--- config.mk ---
export PLATFORM = sky130hd
export DESIGN_NAME = lsu_req_ctrl
export DESIGN_NICKNAME = d
export VERILOG_FILES = /design/src/rtl/lsu_req_ctrl.sv
export SDC_FILE = /design/constraint.sdc
export NUM_CORES = 1
export LEC_CHECK = 0
export CAP_MARGIN = 20
export CORE_UTILIZATION = 46
export CTS_CLUSTER_DIAMETER = 60
export DETAILED_ROUTE_END_ITERATION = 8
export MAX_ROUTING_LAYER = met4
export PLACE_DENSITY = 0.87
export SETUP_SLACK_MARGIN = 0.3
export SLEW_MARGIN = 20
export SYNTH_ARGS = -nofsm -noshare
export SYNTH_HDL_FRONTEND = slang
export SYNTH_SLANG_ARGS = --single-unit
--- constraint.sdc ---
create_clock -name clk -period 3.2 [get_ports clk]
set_input_delay 0.8 -clock clk [delete_from_list [all_inputs] [get_ports clk]]
set_output_delay 0.8 -clock clk [all_outputs]
set_load 0.02 [all_outputs]
--- src/rtl/lsu_req_ctrl.sv ---
// Load/store request controller: single outstanding access toward a word-wide data memory.
// Optional define LSU_MISALIGN_TRAP_EN turns misaligned halfword/word accesses into errors.
module lsu_req_ctrl #(
   parameter int unsigned ADDR_W = 9,
   parameter int unsigned DATA_W = 32,
   parameter int unsigned RD_LAT = 1
) (
   input  logic              clk,
   input  logic              reset,
   input  logic              req_valid,
   output logic              req_ready,
   input  logic              req_we,
   input  logic [2:0]        req_funct3,
   input  logic [ADDR_W-1:0] req_addr,
   input  logic [DATA_W-1:0] req_wdata,
   output logic              resp_valid,
   output logic [DATA_W-1:0] resp_rdata,
   output logic              resp_err,
   output logic              stall,
   output logic [31:0]       mem_addr,
   output logic [DATA_W-1:0] mem_wdata,
   output logic [3:0]        mem_wr,
   input  logic [DATA_W-1:0] mem_rdata
);

   localparam int unsigned CntW = (RD_LAT > 1) ? $clog2(RD_LAT) : 1;

   typedef enum logic [1:0] {StIdle, StIssue, StWait, StDone} state_e;

   state_e              state_q;
   logic                we_q;
   logic [2:0]          funct3_q;
   logic [1:0]          lane_q;
   logic                err_q;
   logic [CntW-1:0]     cnt_q;
   logic                resp_valid_q;
   logic                resp_err_q;
   logic [DATA_W-1:0]   resp_rdata_q;
   logic [31:0]         mem_addr_q;
   logic [DATA_W-1:0]   mem_wdata_q;
   logic [3:0]          mem_wr_q;

   logic                req_illegal;
   logic                req_misal;
   logic                req_err;
   logic [3:0]          req_wr_en;
   logic [DATA_W-1:0]   req_wdata_rep;

   // Decode of the incoming request, consumed only at the handshake edge.
   always_comb begin
      req_illegal   = 1'b0;
      req_wr_en     = 4'b0000;
      req_wdata_rep = req_wdata;
      if (req_we) begin
         case (req_funct3)
            3'b000: begin
               req_wr_en     = 4'b0001 << req_addr[1:0];
               req_wdata_rep = {4{req_wdata[7:0]}};
            end
            3'b001: begin
               req_wr_en     = req_addr[1] ? 4'b1100 : 4'b0011;
               req_wdata_rep = {2{req_wdata[15:0]}};
            end
            3'b010:  req_wr_en   = 4'b1111;
            default: req_illegal = 1'b1;
         endcase
      end else begin
         case (req_funct3)
            3'b000, 3'b001, 3'b010, 3'b100, 3'b101: req_illegal = 1'b0;
            default:                                req_illegal = 1'b1;
         endcase
      end
      req_err = req_illegal | req_misal;
      if (req_err || !req_we) begin
         req_wr_en = 4'b0000;
      end
   end

`ifdef LSU_MISALIGN_TRAP_EN
   assign req_misal = ((req_funct3[1:0] == 2'b01) && req_addr[0]) ||
                      ((req_funct3[1:0] == 2'b10) && (req_addr[1:0] != 2'b00));
`else
   assign req_misal = 1'b0;
`endif

   function automatic logic [31:0] load_extract(input logic [2:0]  funct3,
                                                input logic [1:0]  lane,
                                                input logic [31:0] word);
      logic [7:0]  b;
      logic [15:0] h;
      b = word[{lane, 3'b000} +: 8];
      h = lane[1] ? word[31:16] : word[15:0];
      case (funct3)
         3'b000:  return {{24{b[7]}}, b};
         3'b100:  return {24'h000000, b};
         3'b001:  return {{16{h[15]}}, h};
         3'b101:  return {16'h0000, h};
         default: return word;
      endcase
   endfunction

   always_ff @(posedge clk) begin
      if (reset) begin
         state_q      <= StIdle;
         we_q         <= 1'b0;
         funct3_q     <= 3'b000;
         lane_q       <= 2'b00;
         err_q        <= 1'b0;
         cnt_q        <= '0;
         resp_valid_q <= 1'b0;
         resp_err_q   <= 1'b0;
         resp_rdata_q <= '0;
         mem_addr_q   <= '0;
         mem_wdata_q  <= '0;
         mem_wr_q     <= 4'b0000;
      end else begin
         case (state_q)
            StIdle: begin
               resp_valid_q <= 1'b0;
               if (req_valid) begin
                  state_q     <= StIssue;
                  we_q        <= req_we;
                  funct3_q    <= req_funct3;
                  lane_q      <= req_addr[1:0];
                  err_q       <= req_err;
                  mem_addr_q  <= 32'(req_addr) & ~32'h3;
                  mem_wr_q    <= req_wr_en;
                  mem_wdata_q <= req_we ? req_wdata_rep : '0;
               end
            end
            StIssue: begin
               mem_wr_q <= 4'b0000;
               if (err_q || we_q) begin
                  state_q      <= StDone;
                  resp_valid_q <= 1'b1;
                  resp_err_q   <= err_q;
                  resp_rdata_q <= '0;
                  mem_addr_q   <= '0;
               end else begin
                  state_q <= StWait;
                  cnt_q   <= CntW'(RD_LAT - 1);
               end
            end
            StWait: begin
               if (cnt_q == '0) begin
                  state_q      <= StDone;
                  resp_valid_q <= 1'b1;
                  resp_err_q   <= 1'b0;
                  resp_rdata_q <= load_extract(funct3_q, lane_q, mem_rdata);
                  mem_addr_q   <= '0;
               end else begin
                  cnt_q <= cnt_q - 1'b1;
               end
            end
            default: begin
               state_q      <= StIdle;
               resp_valid_q <= 1'b0;
               resp_err_q   <= 1'b0;
               resp_rdata_q <= '0;
               mem_wdata_q  <= '0;
            end
         endcase
      end
   end

   assign req_ready  = (state_q == StIdle) && !reset;
   assign stall      = (state_q == StIdle) ? req_valid :
                       ((state_q == StIssue) || (state_q == StWait));
   assign resp_valid = resp_valid_q;
   assign resp_err   = resp_err_q;
   assign resp_rdata = resp_rdata_q;
   assign mem_addr   = mem_addr_q;
   assign mem_wdata  = mem_wdata_q;
   assign mem_wr     = mem_wr_q;

endmodule

After elaboration in Yosys (flattened, before gate mapping)
Index checks and enable logic that the tools add are counted.

Word-level logic and storage cells: 88. Output and inout port bits: 104. Register bits after elaboration: 112.

Bitwise gates (word level): 2. Equal/unequal tests: 13. Reduce and logical (&&, ||, !) cells: 23. Add/subtract/negate cells: 1. Multiplexer cells: 35. Shift operators: 2.

Operators with widths (number): 32-bit 2-to-1 mux (6); 32-bit one-hot mux with 3 select lines (2); 32-bit one-hot mux with 2 select lines (2); 32-bit one-hot mux with 4 select lines (1); 32-bit by 6-bit indexed part select with 8-bit output (1); 16-bit 2-to-1 mux (1); 4-bit 2-to-1 mux (4); 3-bit == test, second input constant (4); 4-bit one-hot mux with 3 select lines (1); 2-bit AND reduction (6); 1-bit 2-to-1 mux (11); 2-bit inequality test, second input constant (4); 4-bit one-hot mux with 2 select lines (1); 3-bit by 1-bit == test with 1-bit output, second input constant (2); 3-bit logical NOT (2); 2-bit one-hot mux with 3 select lines (1); 5-bit OR reduction (1); 2-bit 2-to-1 mux (2); 1-bit one-hot mux with 2 select lines (2); 4-bit AND reduction (1); 2-bit nonzero test (2); 1-bit by 2-bit << shifter with 4-bit output, first input constant (1); 3-bit by 2-bit == test with 1-bit output, second input constant (1); 1-bit logical OR (3); other kinds (12) (14).

Logic depth before layout (Yosys ltp)
Word-level depth: 8. Depth in mapped cells: 7. Gate-level depth less buffers: 6.

Least setup slack after synthesis
No wires, ideal clock.

Path kind: reg-to-output. From: register state_q[0]. To: output stall. Required time: 2.400 ns. Buffers on the path: 0. Stages on the path, launching flop included: 5. Setup slack: 0.924 ns. Arrival time: 1.476 ns. Cell sequence: dfxtp_1 -> inv_1 -> ha_1 -> clkinv_1 -> o21ai_0.

Longest elaborated chain between the ends: 3.

RTL lines: start, declared (RTL line 30) `state_e state_q;`; start signal, assigned (RTL line 104) `state_q <= StIdle;`; start signal, assigned (RTL line 121) `state_q <= StIssue;`; start signal, assigned (RTL line 134) `state_q <= StDone;`; 2-bit by 1-bit == test with 1-bit output or 2-bit == test (tied branches) (RTL line 168) `((state_q == StIssue) || (state_q == StWait));`; 1-bit logical OR (RTL line 168); 1-bit 2-to-1 mux * (RTL line 167) `assign stall = (state_q == StIdle) ? req_valid :`; end, declared (RTL line 19) `output logic stall,`.

Mark *: on every way between the ends. The rest lies on a longest branch, timed or not.

Final worst setup path
From: input reset. To: output req_ready.

Longest elaborated chain between the ends: 2.

RTL lines: start, declared (RTL line 9) `input logic reset,`; 1-bit logical NOT (RTL line 166) `assign req_ready = (state_q == StIdle) && !reset;`; 1-bit logical AND (RTL line 166); end, declared (RTL line 11) `output logic req_ready,`.

No other way between the ends.

==> results.py <==
metrics = {
    "sta": {
        "clock.fmax_mhz": 354.3,
        "timing.final.crit_share": 0.8820,
        "worst-slew-pin-transition_ps": 1060,
        "fin_setup_tns_ps": 0,
        "hold_violations": 0,
        "fin_ws_ps": 377.5,
        "worst_hold_slack_ps": 453.0,
        "rsz0062_at_grt": "false",
        "slew-limit-headroom": 0.2928,
        "setup_violations": 0,
        "report.final.slew_viol_count": 0,
        "skew_ps": 6.837,
        "min_period_ps": 2822,
    },
    "worst_setup_path": {
        "crit_family": "buffers and inverters",
        "worst-path-stages": 3,
        "crit_buf_inv": 2,
        "crit_end": "req_ready",
        "r2r_cells": 4,
        "worstReg2RegStart": "funct3_q[1]$_SDFFE_PP0P_",
        "cp_common_cell": "clkdlybuf4s50_1",
        "r2r_slack_ps": 770,
        "reg2reg_to": "resp_rdata[18]$_SDFFE_PP0P_",
        "end_kind": "primary output",
        "slowest_stage": "clkdlybuf4s50_1",
        "crit_path_max_incr_delay_ps": 620,
        "crit_required_ps": 2400,
        "critPathLaunch": "reset",
        "crit_type": "in -> out",
        "arrival_ps": 2020,
        "crit_fanout": 2,
        "startpoint_type": "input port",
        "path_cells": "clkdlybuf4s50_1 > nor2b_1 > clkdlybuf4s50_1",
    },
    "placement": {
        "io_buffer_count": 158,
        "dp_slack_ps": 243.5,
        "dpl_cell_area_um2": 5719,
        "hpwl_mm": 8.771,
        "dp.cells": 695,
        "gp_congestion": 0.8705,
    },
    "yosys": {
        "yosys.cell_types.count": 44,
        "synth_top_area_share": 0.4109,
        "synth.most_common_cell": "dfxtp_1",
        "synth_ff_type": "dfxtp_1",
        "yosys_warnings": 0,
        "synthTopCellsByCount": "dfxtp_1, a21oi_1, o2bb2ai_1",
        "ys_top_cells_by_area": "dfxtp_1, a21oi_1, o2bb2ai_1, buf_4, mux2i_1",
        "syn-cell-area_um2": 4190,
        "synth_edf_count": 0,
        "syn_avg_cell_area_um2": 9.271,
        "netlist_instances": 452,
        "ys_seq_area_frac": 0.4109,
        "ys_ff_latch": 86,
        "ys_async_sr_fraction": 0,
        "synth_largest_area_cell": "dfxtp_1",
    },
    "global_route": {
        "antenna_found_initial": 0,
        "grt_pass1_vias": 3906,
        "overflow": 0,
        "grtUsageMet2": 0.4233,
        "top_usage_layer": "met2",
        "grt_first_pass_wirelength_mm": 19.03,
        "gr-usage-all-layers": 0.2553,
        "grt_max_degree": 33,
        "met1_usage": 0.2995,
        "grt_use_met3": 0.06547,
    },
    "floorplan": {
        "row_count": 34,
        "die_w_um": 97.44,
        "dieArea_um2": 9495,
        "die_y_um": 97.44,
        "top_level_ports": 184,
        "coreArea_um2": 8763,
        "initial_core_util": 0.4782,
    },
    "route": {
        "vias": 3931,
        "drtPass1Iterations": 6,
        "drtIter0Drc": 174,
        "wl_per_cell_um": 16.76,
        "drc": 0,
        "drtAntennaViolNets": 0,
        "viasPerCell": 5.537,
        "totalWireLength_mm": 11.90,
    },
    "clock_tree": {
        "cts.sinks": 86,
        "root_buffer": "clkbuf_8",
        "insertion_delay_ps": 350,
        "cts_max_path_buffers": 2,
        "htree_levels": 3,
        "clk_pin_slew_ps": 80,
        "cts_tree": "built",
        "holdBufCountCts": 0,
        "cts_made_buffers": 9,
    },
    "cells_and_area": {
        "final_core_util": 0.6759,
        "nNetsFinal": 682,
        "diodes": 0,
        "fillers": 678,
        "drive_above_1_share": 0.1113,
        "final_area_um2": 5923,
        "final_cells": 710,
        "area_growth_pct": 41.36,
    },
    "power_and_ir_drop": {
        "p_total_mw": 4.091,
        "ir_worst_vdd_mv": 0.4706,
        "p_leak_nw": 2.184,
        "power_density_nw_per_um2": 690.6,
    },
    "status": {
        "status": "completed",
    },
    "worst_hold_path": {
        "hold_depth": 2,
        "hp-class": "reg -> reg",
    },
    "job": {
        "cap_violations": 0,
    },
}
[logic make-up after synthesis]
| family | share of synthesized area |
|---|---|
| AO/OA/AOI/OAI | 0.2843 |
| AND/OR/NAND/NOR | 0.1383 |
| flip-flops | 0.4109 |
| buffers and inverters | 0.08838 |
| multiplexers | 0.06539 |
| adder cells (fa/ha/maj) | 0.01194 |
| other | 0.0008949 |
[sequential cells by signal, summed over array words and instances (netlist names)]
signal      cells
mem_addr        7
resp_rdata     32
mem_wr          4
lane_q          2
we_q            1
resp_valid      1
funct3_q        3
mem_wdata      32
err_q           1
resp_err        1
state_q         2
[area by class of cell]
class	count	area, um2	share of cell area
Multi-Input combinational cell	328	2191	0.3699
Clock inverter	4	72.57	0.01225
Sequential cell	86	1722	0.2907
Tap cell	108	135.1	0.02281
Inverter	6	23.77	0.004014
Clock buffer	11	131.4	0.02218
Timing Repair Buffer	167	1648	0.2782
[what timing repair did]
action | in CTS | in global routing
resized for setup | 2 | 0
setup buffers | 0 | 0
setup endpoints to repair | 1 | 0
[worst min path at each step]
stage,start,end,slack [ps]
floorplan,err_q$_SDFFE_PP0P_,resp_err$_SDFFE_PP0P_,470
global placement,mem_wdata[2]$_SDFFE_PP0P_,mem_wdata[2]$_SDFFE_PP0P_,440
detailed placement,mem_wdata[4]$_SDFFE_PP0P_,mem_wdata[4]$_SDFFE_PP0P_,440
CTS,mem_wdata[4]$_SDFFE_PP0P_,mem_wdata[4]$_SDFFE_PP0P_,450
global route,mem_wdata[4]$_SDFFE_PP0P_,mem_wdata[4]$_SDFFE_PP0P_,470
finish,mem_wdata[0]$_SDFFE_PP0P_,mem_wdata[0]$_SDFFE_PP0P_,450
[tightest hold or removal path: cells and delay by family (launching register included)]
kind / cells / cell delay [ps]
AO/OA/AOI/OAI: 1 / 50
flip-flops: 1 / 310
AND/OR/NAND/NOR: 1 / 50
[cells in the final DEF (no fill, tap or decap), drive strengths merged, types with 2 or more instances in the layout]
cell / instances
nand4: 6
nor2: 23
dfxtp: 86
inv: 3
o21ai: 19
ha: 4
o2bb2ai: 40
nor2b: 4
buf: 9
a211oi: 4
mux2: 8
nor3: 12
a32o: 2
o21a: 15
bufinv: 2
nand3: 11
or2: 15
clkdlybuf4s50: 157
clkbuf: 11
a22o: 20
a21oi: 59
nand2b: 2
clkinv: 4
mux2i: 18
and2: 2
nand2: 29
conb: 25
[report_power, final]
part	switching, mW	internal [mW]	leakage [nW]	total [mW]
logic	1.09	0.772	1.39	1.87
clock network	0.378	0.435	0.0994	0.813
registers	0.155	1.26	0.698	1.41
total	1.63	2.46	2.18	4.09
[metal layers]
| layer | vias to the layer above | wire length, um |
|---|---|---|
| li1 | 1894 | - |
| met1 | 1796 | 4969 |
| met2 | 215 | 5731 |
| met3 | 26 | 924 |
| met4 | 0 | 276 |
| met5 | - | 0 |
Power figures use the tool's default switching activity.
